<file path="config.mk">
export PLATFORM = sky130hd
export DESIGN_NAME = data_array_port_ctrl
export DESIGN_NICKNAME = d
export VERILOG_FILES = /design/src/rtl/data_array_pkg.sv /design/src/rtl/data_array_resp_fifo.sv /design/src/rtl/data_array_port_ctrl.sv
export SDC_FILE = /design/constraint.sdc
export NUM_CORES = 1
export LEC_CHECK = 0
export CAP_MARGIN = 15
export CELL_PAD_IN_SITES_DETAIL_PLACEMENT = 1
export CELL_PAD_IN_SITES_GLOBAL_PLACEMENT = 1
export CORE_ASPECT_RATIO = 0.7
export CORE_UTILIZATION = 25
export DETAILED_ROUTE_END_ITERATION = 6
export GPL_TIMING_DRIVEN = 0
export PLACE_DENSITY = 0.6
export SYNTH_ARGS = -nofsm -noshare
export SYNTH_HDL_FRONTEND = slang
export SYNTH_SLANG_ARGS = --single-unit
export TNS_END_PERCENT = 100
</file>
<file path="constraint.sdc">
create_clock -name clock -period 7.3 [get_ports clock]
set_clock_uncertainty 0.2 [all_clocks]
set_input_delay 1.46 -clock clock [delete_from_list [all_inputs] [get_ports clock]]
set_output_delay 1.46 -clock clock [all_outputs]
set_load 0.005 [all_outputs]
</file>
<file path="src/rtl/data_array_pkg.sv">
// Shared defaults and FSM encoding for the data-array port controller.
package data_array_pkg;

    localparam int unsigned DA_ADDR_W     = 9;
    localparam int unsigned DA_DATA_W     = 64;
    localparam int unsigned DA_MASK_W     = 8;
    localparam int unsigned DA_RESP_DEPTH = 3;

    typedef enum logic {
        ST_INIT = 1'b0,
        ST_RUN  = 1'b1
    } state_e;

endpackage

</file>
<file path="src/rtl/data_array_resp_fifo.sv">
// Read-response FIFO: circular pointers plus occupancy count, synchronous active-low reset.
module data_array_resp_fifo
    import data_array_pkg::*;
#(
    parameter  int unsigned DEPTH = DA_RESP_DEPTH,
    parameter  int unsigned WIDTH = DA_DATA_W,
    localparam int unsigned CNT_W = $clog2(DEPTH + 1)
) (
    input  logic             clk,
    input  logic             rst_n,
    input  logic             push_i,
    input  logic [WIDTH-1:0] wdata_i,
    input  logic             pop_i,
    output logic [WIDTH-1:0] rdata_o,
    output logic             valid_o,
    output logic             full_o,
    output logic [CNT_W-1:0] count_o
);

    localparam int unsigned PTR_W = (DEPTH > 1) ? $clog2(DEPTH) : 1;

    logic [WIDTH-1:0] mem_q [DEPTH];
    logic [PTR_W-1:0] wr_q, wr_d, rd_q, rd_d;
    logic [CNT_W-1:0] cnt_q, cnt_d;
    logic             pop_ok;

    function automatic logic [PTR_W-1:0] ptr_next(input logic [PTR_W-1:0] p);
        return (p == PTR_W'(DEPTH - 1)) ? '0 : p + PTR_W'(1);
    endfunction

    assign pop_ok  = pop_i && (cnt_q != '0);
    assign valid_o = (cnt_q != '0);
    assign full_o  = (cnt_q == CNT_W'(DEPTH));
    assign count_o = cnt_q;
    assign rdata_o = mem_q[rd_q];

    // Pointer and occupancy next-state.
    always_comb begin
        wr_d  = wr_q;
        rd_d  = rd_q;
        cnt_d = cnt_q;
        if (push_i) wr_d = ptr_next(wr_q);
        if (pop_ok) rd_d = ptr_next(rd_q);
        case ({push_i, pop_ok})
            2'b10:   cnt_d = cnt_q + CNT_W'(1);
            2'b01:   cnt_d = cnt_q - CNT_W'(1);
            default: cnt_d = cnt_q;
        endcase
    end

    // Control state register.
    always_ff @(posedge clk) begin
        if (!rst_n) begin
            wr_q  <= '0;
            rd_q  <= '0;
            cnt_q <= '0;
        end else begin
            wr_q  <= wr_d;
            rd_q  <= rd_d;
            cnt_q <= cnt_d;
        end
    end

    // Storage; contents beyond count are don't-care so no reset.
    always_ff @(posedge clk) begin
        if (push_i) mem_q[wr_q] <= wdata_i;
    end

    a_no_push_full: assert property (@(posedge clk) disable iff (!rst_n) !(push_i && full_o));

endmodule

</file>
<file path="src/rtl/data_array_port_ctrl.sv">
// Request-side controller for a single-port RW data-array SRAM: zero sweep, credit-gated accept, response FIFO.
module data_array_port_ctrl
    import data_array_pkg::*;
#(
    parameter int unsigned ADDR_W     = DA_ADDR_W,
    parameter int unsigned DATA_W     = DA_DATA_W,
    parameter int unsigned MASK_W     = DA_MASK_W,
    parameter int unsigned RESP_DEPTH = DA_RESP_DEPTH,
    parameter int unsigned INIT_ZERO  = 1
) (
    input  logic              clock,
    input  logic              reset_n,
    input  logic              req_valid,
    output logic              req_ready,
    input  logic              req_write,
    input  logic [ADDR_W-1:0] req_addr,
    input  logic [DATA_W-1:0] req_wdata,
    input  logic [MASK_W-1:0] req_wmask,
    output logic              resp_valid,
    input  logic              resp_ready,
    output logic [DATA_W-1:0] resp_rdata,
    output logic              init_done,
    output logic [ADDR_W-1:0] sram_addr,
    output logic              sram_en,
    output logic              sram_wmode,
    output logic [MASK_W-1:0] sram_wmask,
    output logic [DATA_W-1:0] sram_wdata,
    input  logic [DATA_W-1:0] sram_rdata
);

    localparam int unsigned CNT_W = $clog2(RESP_DEPTH + 1);
    localparam int unsigned CRD_W = CNT_W + 1;
    localparam state_e      RST_STATE = (INIT_ZERO != 0) ? ST_INIT : ST_RUN;

    state_e            state_q, state_d;
    logic [ADDR_W-1:0] ctr_q, ctr_d;
    logic              inflight_q, inflight_d;
    logic              init_done_q, init_done_d;
    logic [CNT_W-1:0]  fifo_count;
    logic [CRD_W-1:0]  credit_used;
    logic              fifo_full;
    logic              resp_pop;

    // Outstanding reads: queued responses plus the one in the SRAM pipeline.
    assign credit_used = CRD_W'(fifo_count) + CRD_W'(inflight_q);
    assign resp_pop    = resp_valid && resp_ready;
    assign init_done   = init_done_q;

    // Next-state and SRAM strobe mux; strobes are gated by reset_n so the macro is idle in reset.
    always_comb begin
        state_d     = state_q;
        ctr_d       = ctr_q;
        inflight_d  = 1'b0;
        init_done_d = init_done_q;
        req_ready   = 1'b0;
        sram_en     = 1'b0;
        sram_wmode  = req_write;
        sram_addr   = req_addr;
        sram_wdata  = req_wdata;
        sram_wmask  = req_wmask;
        case (state_q)
            ST_INIT: begin
                sram_en    = reset_n;
                sram_wmode = 1'b1;
                sram_addr  = ctr_q;
                sram_wdata = '0;
                sram_wmask = '1;
                ctr_d      = ctr_q + ADDR_W'(1);
                if (&ctr_q) begin
                    state_d     = ST_RUN;
                    init_done_d = 1'b1;
                end
            end
            ST_RUN: begin
                req_ready  = reset_n && (credit_used < CRD_W'(RESP_DEPTH));
                sram_en    = req_valid && req_ready;
                inflight_d = req_valid && req_ready && !req_write;
            end
            default: state_d = RST_STATE;
        endcase
    end

    // State, sweep counter, in-flight flag and init_done registers.
    always_ff @(posedge clock) begin
        if (!reset_n) begin
            state_q     <= RST_STATE;
            ctr_q       <= '0;
            inflight_q  <= 1'b0;
            init_done_q <= (INIT_ZERO == 0);
        end else begin
            state_q     <= state_d;
            ctr_q       <= ctr_d;
            inflight_q  <= inflight_d;
            init_done_q <= init_done_d;
        end
    end

    data_array_resp_fifo #(
        .DEPTH (RESP_DEPTH),
        .WIDTH (DATA_W)
    ) u_resp_fifo (
        .clk     (clock),
        .rst_n   (reset_n),
        .push_i  (inflight_q),
        .wdata_i (sram_rdata),
        .pop_i   (resp_pop),
        .rdata_o (resp_rdata),
        .valid_o (resp_valid),
        .full_o  (fifo_full),
        .count_o (fifo_count)
    );

    a_no_en_in_reset: assert property (@(posedge clock) !reset_n |-> !sram_en);

endmodule

</file>
* After elaboration in Yosys (flattened, before gate mapping)
Memory sizes are Yosys's and may differ from the RTL's. A register that Yosys moved wholly into a read port is not among the register bits.
Index checks and enable logic that the tools add are counted.
** Word-level totals
- Input bits :: 150
- RAM bits :: 192
- Word-level logic and storage cells :: 46
- Register bits after elaboration :: 18
- Output and inout port bits :: 150
- Memories :: 1
** Memories
- u_resp_fifo.mem_q :: words 3, width 64, rd ports 1, clocked after memory_dff 1, wr ports 1, line data_array_resp_fifo.sv:22 : logic [WIDTH-1:0] mem_q [DEPTH];
** Operators by class
- Magnitude comparators :: 1
- Add/subtract/negate cells :: 6
- Reductions and logical operators :: 11
- Eq/ne operators :: 4
- Bitwise logic cells :: 1
- Mux-type cells :: 15
** Operators with widths (count)
- 64-bit two-way mux :: 1
- 10-bit AND reduction :: 1
- 9-bit by 1-bit adder with 9-bit output, second input constant :: 1
- 9-bit two-way mux :: 1
- 9-bit AND reduction :: 1
- 2-bit two-way mux :: 4
- 8-bit two-way mux :: 1
- 2-bit by 1-bit adder with 2-bit output, second input constant :: 3
- 2-bit == test, second input constant :: 3
- 1-bit two-way mux :: 6
- 1-bit logical AND :: 5
- 2-bit case mux with 2 select lines :: 1
- 2-bit nonzero test :: 2
- 2-bit by 1-bit adder with 3-bit output :: 1
- 3-bit by 2-bit less-than comparator with 1-bit output, second input constant :: 1
- 2-bit by 1-bit == test with 1-bit output, second input constant :: 1
- 1-bit case mux with 2 select lines :: 1
- 2-bit AND reduction :: 1
- 2-bit by 1-bit subtractor with 2-bit output, second input constant :: 1
- 1-bit zero test :: 1
- 1-bit NOT :: 1

* Depth between registers and ports, before layout
- Depth in word-level cells :: 5
- Mapped depth :: 6
- Mapped depth without buffers :: 6

* Hierarchy
From an unflattened synthesis, not the netlist that was laid out.
** Unflattened totals
- Cells, all modules :: 592
- Area, all modules :: 8612.0 sq um
** By module, submodules not included
- data_array_resp_fifo :: instances 1, cells each 440, area each 7419.6 sq um, sequential area each 5925.7 sq um
- data_array_port_ctrl :: instances 1, cells each 152, area each 1192.4 sq um, sequential area each 240.2 sq um

* Least setup slack after synthesis
OpenSTA, ideal clock, no wires.
- Path kind :: register to register
- Start :: register inflight_q
- End :: memory u_resp_fifo.mem_q[1][0] in the netlist's numbering, enable pin
- Data arrival time :: 5.172 ns
- Slack :: 1.348 ns
- Library setup time :: 0.580 ns
- Cell stages (with the launch flop) :: 3
- Clock period less this slack :: 5.952 ns
- Path buffers :: 0
- Cell sequence :: dfxtp_1 -> inv_1 -> nor3b_1
** Between the ends
- Cells in the longest elaborated chain, start to end :: 2
** RTL lines
- from (decl) :: line data_array_port_ctrl.sv:37 : logic inflight_q, inflight_d;
- from (signal assigned) :: line data_array_port_ctrl.sv:93 : inflight_q <= inflight_d;
- 1-bit two-way mux :: line data_array_resp_fifo.sv:66 : if (push_i) mem_q[wr_q] <= wdata_i;
- 1-bit two-way mux (not written as such) :: line data_array_resp_fifo.sv:66
- to (decl) :: line data_array_resp_fifo.sv:22
No other way between the ends.

* Worst setup path after layout
- Start :: input reset_n
- End :: output sram_en
** Between the ends
- Cells in the longest elaborated chain, start to end :: 3
** RTL lines
- from (decl) :: line data_array_port_ctrl.sv:12 : input logic reset_n,
- 1-bit logical AND :: line data_array_port_ctrl.sv:75 : req_ready = reset_n && (credit_used < CRD_W'(RESP_DEPTH));
- 1-bit logical AND :: line data_array_port_ctrl.sv:76 : sram_en = req_valid && req_ready;
- 1-bit case mux with 2 select lines (*) :: line data_array_port_ctrl.sv:61 : case (state_q)
- to (decl) :: line data_array_port_ctrl.sv:24 : output logic sram_en,
Mark *: on every way between the ends. The rest lies on a longest branch, timed or not.

==> metrics.md <==
| Metric | Value |
|---|---|
| Wire length per cell | `18.1 µm` |
| Detail Route Antenna Nets | `0` |
| Total Nets Final | `1084` |
| Syn Area/Cell | `14.5 µm²` |
| Rel. slew slack | `37.4%` |
| Post-synthesis simple-gate area fraction | `11.0%` |
| Layout cells sized above 1 | `7.62%` |
| Clock sinks | `212` |
| MaxCap Viol Count | `0` |
| CTS tree | `yes` |
| Worst R2R Start | `inflight_q` |
| Period utilisation layout | `67.2%` |
| First-pass DRT Iterations | `4` |
| LEAKAGE | `4.26 nW` |
| Final Wtd Congestion | `0.752` |
| Worst skew pair latency | `0.50 ns` |
| Hold path startpoint | `ctr_q[7]` |
| Cells on worst reg2reg path | `5` |
| Hold depth | `2` |
| Synth Area in XOR/XNOR | `0.612%` |
| Clock share of power | `44.2%` |
| Worst Path Required | `5.64 ns` |
| FFs w/ async S/R, synth | `0%` |
| Top_reg_cell synth | `edfxtp_1` |
| Flop pwr share | `51.8%` |
| Area Growth Syn to Fin | `52.2%` |
| Final WL | `25000 µm` |
| Synth cell types | `31` |
| Synth warn | `0` |
| Worst Path Arrival | `3.24 ns` |
| Hold/Removal Path Class | `flip-flop to flip-flop` |
| Startpoint Class | `input port` |
| Gr ovfl total | `0` |
| Worst Max-Slew Pin Slew | `0.937 ns` |
| Clock buffer depth | `3` |
| Via density | `4.23` |
| Slew Viols, Final | `0` |
| Post-CTS Setup Inserts | `0` |
| Detailed placer's ending HPWL | `18800 µm` |
| Gr usage total | `14.2%` |
| Comb power frac | `4.0%` |
| Internal power | `2.08 mW` |
| Critical path fanouts, max | `10` |
| Switching Fraction | `18.6%` |
| Iteration-0 DRC count of the detailed router | `183` |
| Adder-cell share of the synthesized area | `0.729%` |
| Worst Hold End | `ctr_q[7]` |
| First-pass GRT wire length | `37600 µm` |
| Flops & latches, synth | `212` |
| Number of global-route vias before repair | `6276` |
| Setup crit end kind | `primary output` |
| F_max | `204 MHz` |
| Post-route cell area | `13100 µm²` |
| RSZ-0062 raised after global routing | `no` |
| Cell area after synthesis | `8580 µm²` |
| Initial Util | `25.5%` |
| Sw Pwr | `0.476 mW` |
| Largest net degree at the start of global routing | `27` |
| Status | `finished, final reports clean` |
| Synth Net Count | `745` |
| Drc violations | `0` |
| Post-synth EDFFs | `192` |
| CTS root buffer | `clkbuf_16` |
| Cts-stage hold buffer count | `0` |
| Die span in x | `223 µm` |
| Antenna cell count | `0` |
| Initial antenna violation count | `0` |
| Chip height | `157 µm` |
| Pwr Density | `196 nW/µm²` |
| Tmin final | `4.90 ns` |
| CP Class | `input port to primary output` |
| Floorplan core area | `33600 µm²` |
| H-tree Lvls | `1` |
| Final setup viols | `0` |
| Vias | `5835` |
| Post-synthesis compound-gate area fraction | `4.77%` |
| Flop-to-flop setup slack | `5.15 ns` |
| Main combinational cell family by area after synthesis | `simple AND/OR/NAND/NOR gates` |
| Syn Inst Count | `590` |
| Register area share after synthesis | `71.8%` |
| Worst R2R End | `u_resp_fifo.mem_q[0][12]` |
| # resized after CTS | `0` |
| Final hold viol count | `0` |
| Clk slew on worst S/H paths | `0.06 ns` |
| Post-synthesis mux area share | `9.11%` |
| Setup tns final | `0 ns` |
| Port bufs | `299` |
| Total CTS buffers | `22` |
| # IOs | `300` |
| Peak supply drop | `0.118 mV` |
| FILL cells | `3556` |
| Area of the die | `35100 µm²` |
| Row cnt | `56` |
| Cell Area, Placed | `12300 µm²` |
power groups by stage:
stage	clock [mW]	combinational, mW	sequential (mW)
finish	1.13	0.102	1.33
global route	1.21	0.109	1.32
CTS	1.17	0.103	1.33
detailed placement	0	0.102	1.35
global placement	0	0.0990	1.35
floorplan	0	0.00752	1.35
Yosys cell counts (4+ instances only):
| cell type | n | area, µm² |
|---|---|---|
| and2_1 | 70 | 438 |
| buf_2 | 4 | 20.0 |
| buf_4 | 8 | 60.1 |
| clkbuf_1 | 20 | 75.1 |
| dfxtp_1 | 20 | 400 |
| edfxtp_1 | 192 | 5770 |
| ha_1 | 5 | 62.6 |
| mux2_2 | 9 | 101 |
| mux2i_1 | 68 | 681 |
| nand2_1 | 73 | 274 |
| nand2b_1 | 12 | 75.1 |
| nor2b_1 | 4 | 25.0 |
| o21a_1 | 4 | 30.0 |
| o21ai_0 | 66 | 330 |
| xnor2_1 | 6 | 52.6 |
area by class of cell:
type	instances	area, µm²	share of cell area (%)
flip-flops and latches	212	6170	47.2
plain buffers	33	159	1.22
clock buffers	31	606	4.64
inverters	3	11.3	0.0862
well taps	435	544	4.17
multi-input cells	342	2270	17.3
clock inverters	9	116	0.891
repair buffers	315	3190	24.5
how the worst max path moves through the flow:
stage,from,end,cells past startpoint
after floorplan,inflight_q,u_resp_fifo.mem_q[1][0],2
after global placement,inflight_q,u_resp_fifo.mem_q[1][12],2
after detailed placement,reset_n,sram_en,4
after CTS,reset_n,sram_en,4
after global routing,reset_n,sram_en,4
final,reset_n,sram_en,4
layer usage:
| layer | GRT usage, % | vias to the layer above | part of all wire, % |
|---|---|---|---|
| met5 | 0 | - | 0 |
| met4 | 2.87 | 0 | 1.8 |
| met3 | 3.53 | 34 | 4.9 |
| met2 | 23.5 | 131 | 47 |
| met1 | 18.9 | 2846 | 46 |
| li1 | - | 2824 | - |
cells by family (layout without fill, tap and decap cells):
kind of cell | count (synthesis) | after routing
compound gates | 77 | 77
xor+xnor | 6 | 6
fa+ha+maj | 5 | 5
buf+inv | 36 | 391
flops | 212 | 212
mux | 77 | 77
simple gates | 177 | 177
worst max-delay path: stages:
cell and delay [ns]:
clkdlybuf4s50_1 0.58, clkbuf_1 0.43, a21boi_0 0.23, clkdlybuf4s50_1 0.54
per-stage QoR:
stage / utilization [%] / std cells / hold slack [ns] / total power [mW] / setup slack (ns)
floorplan: - / 590 / 0.247 / 1.36 / 1.35
CTS: 38.8 / 1380 / 0.286 / 2.60 / 2.36
global route: 38.8 / 1380 / 0.314 / 2.65 / 2.21
finish: 38.8 / 1380 / 0.288 / 2.56 / 2.40
global placement: 36.0 / 1324 / 0.262 / 1.45 / -2.48
detailed placement: 36.7 / 1340 / 0.277 / 1.45 / 2.37
layout by cell type (no fill, tap or decap), types with 5 or more instances in the layout:
cell,count
xnor2_1,6
clkbuf_1,28
mux2_2,9
ha_1,5
o21ai_0,66
clkdlybuf4s50_1,299
buf_4,9
edfxtp_1,192
dfxtp_1,20
mux2i_1,68
and2_1,70
nand2_1,73
buf_6,13
clkbuf_16,23
nand2b_1,12
flip-flops by register name, indices dropped and copies added (netlist names), named ones only:
register and count:
u_resp_fifo.wr_q 2, inflight_q 1, u_resp_fifo.mem_q 192, u_resp_fifo.count_o 2, init_done 1, ctr_q 9
state_q 1, u_resp_fifo.rd_q 2
Power figures use the tool's default switching activity.
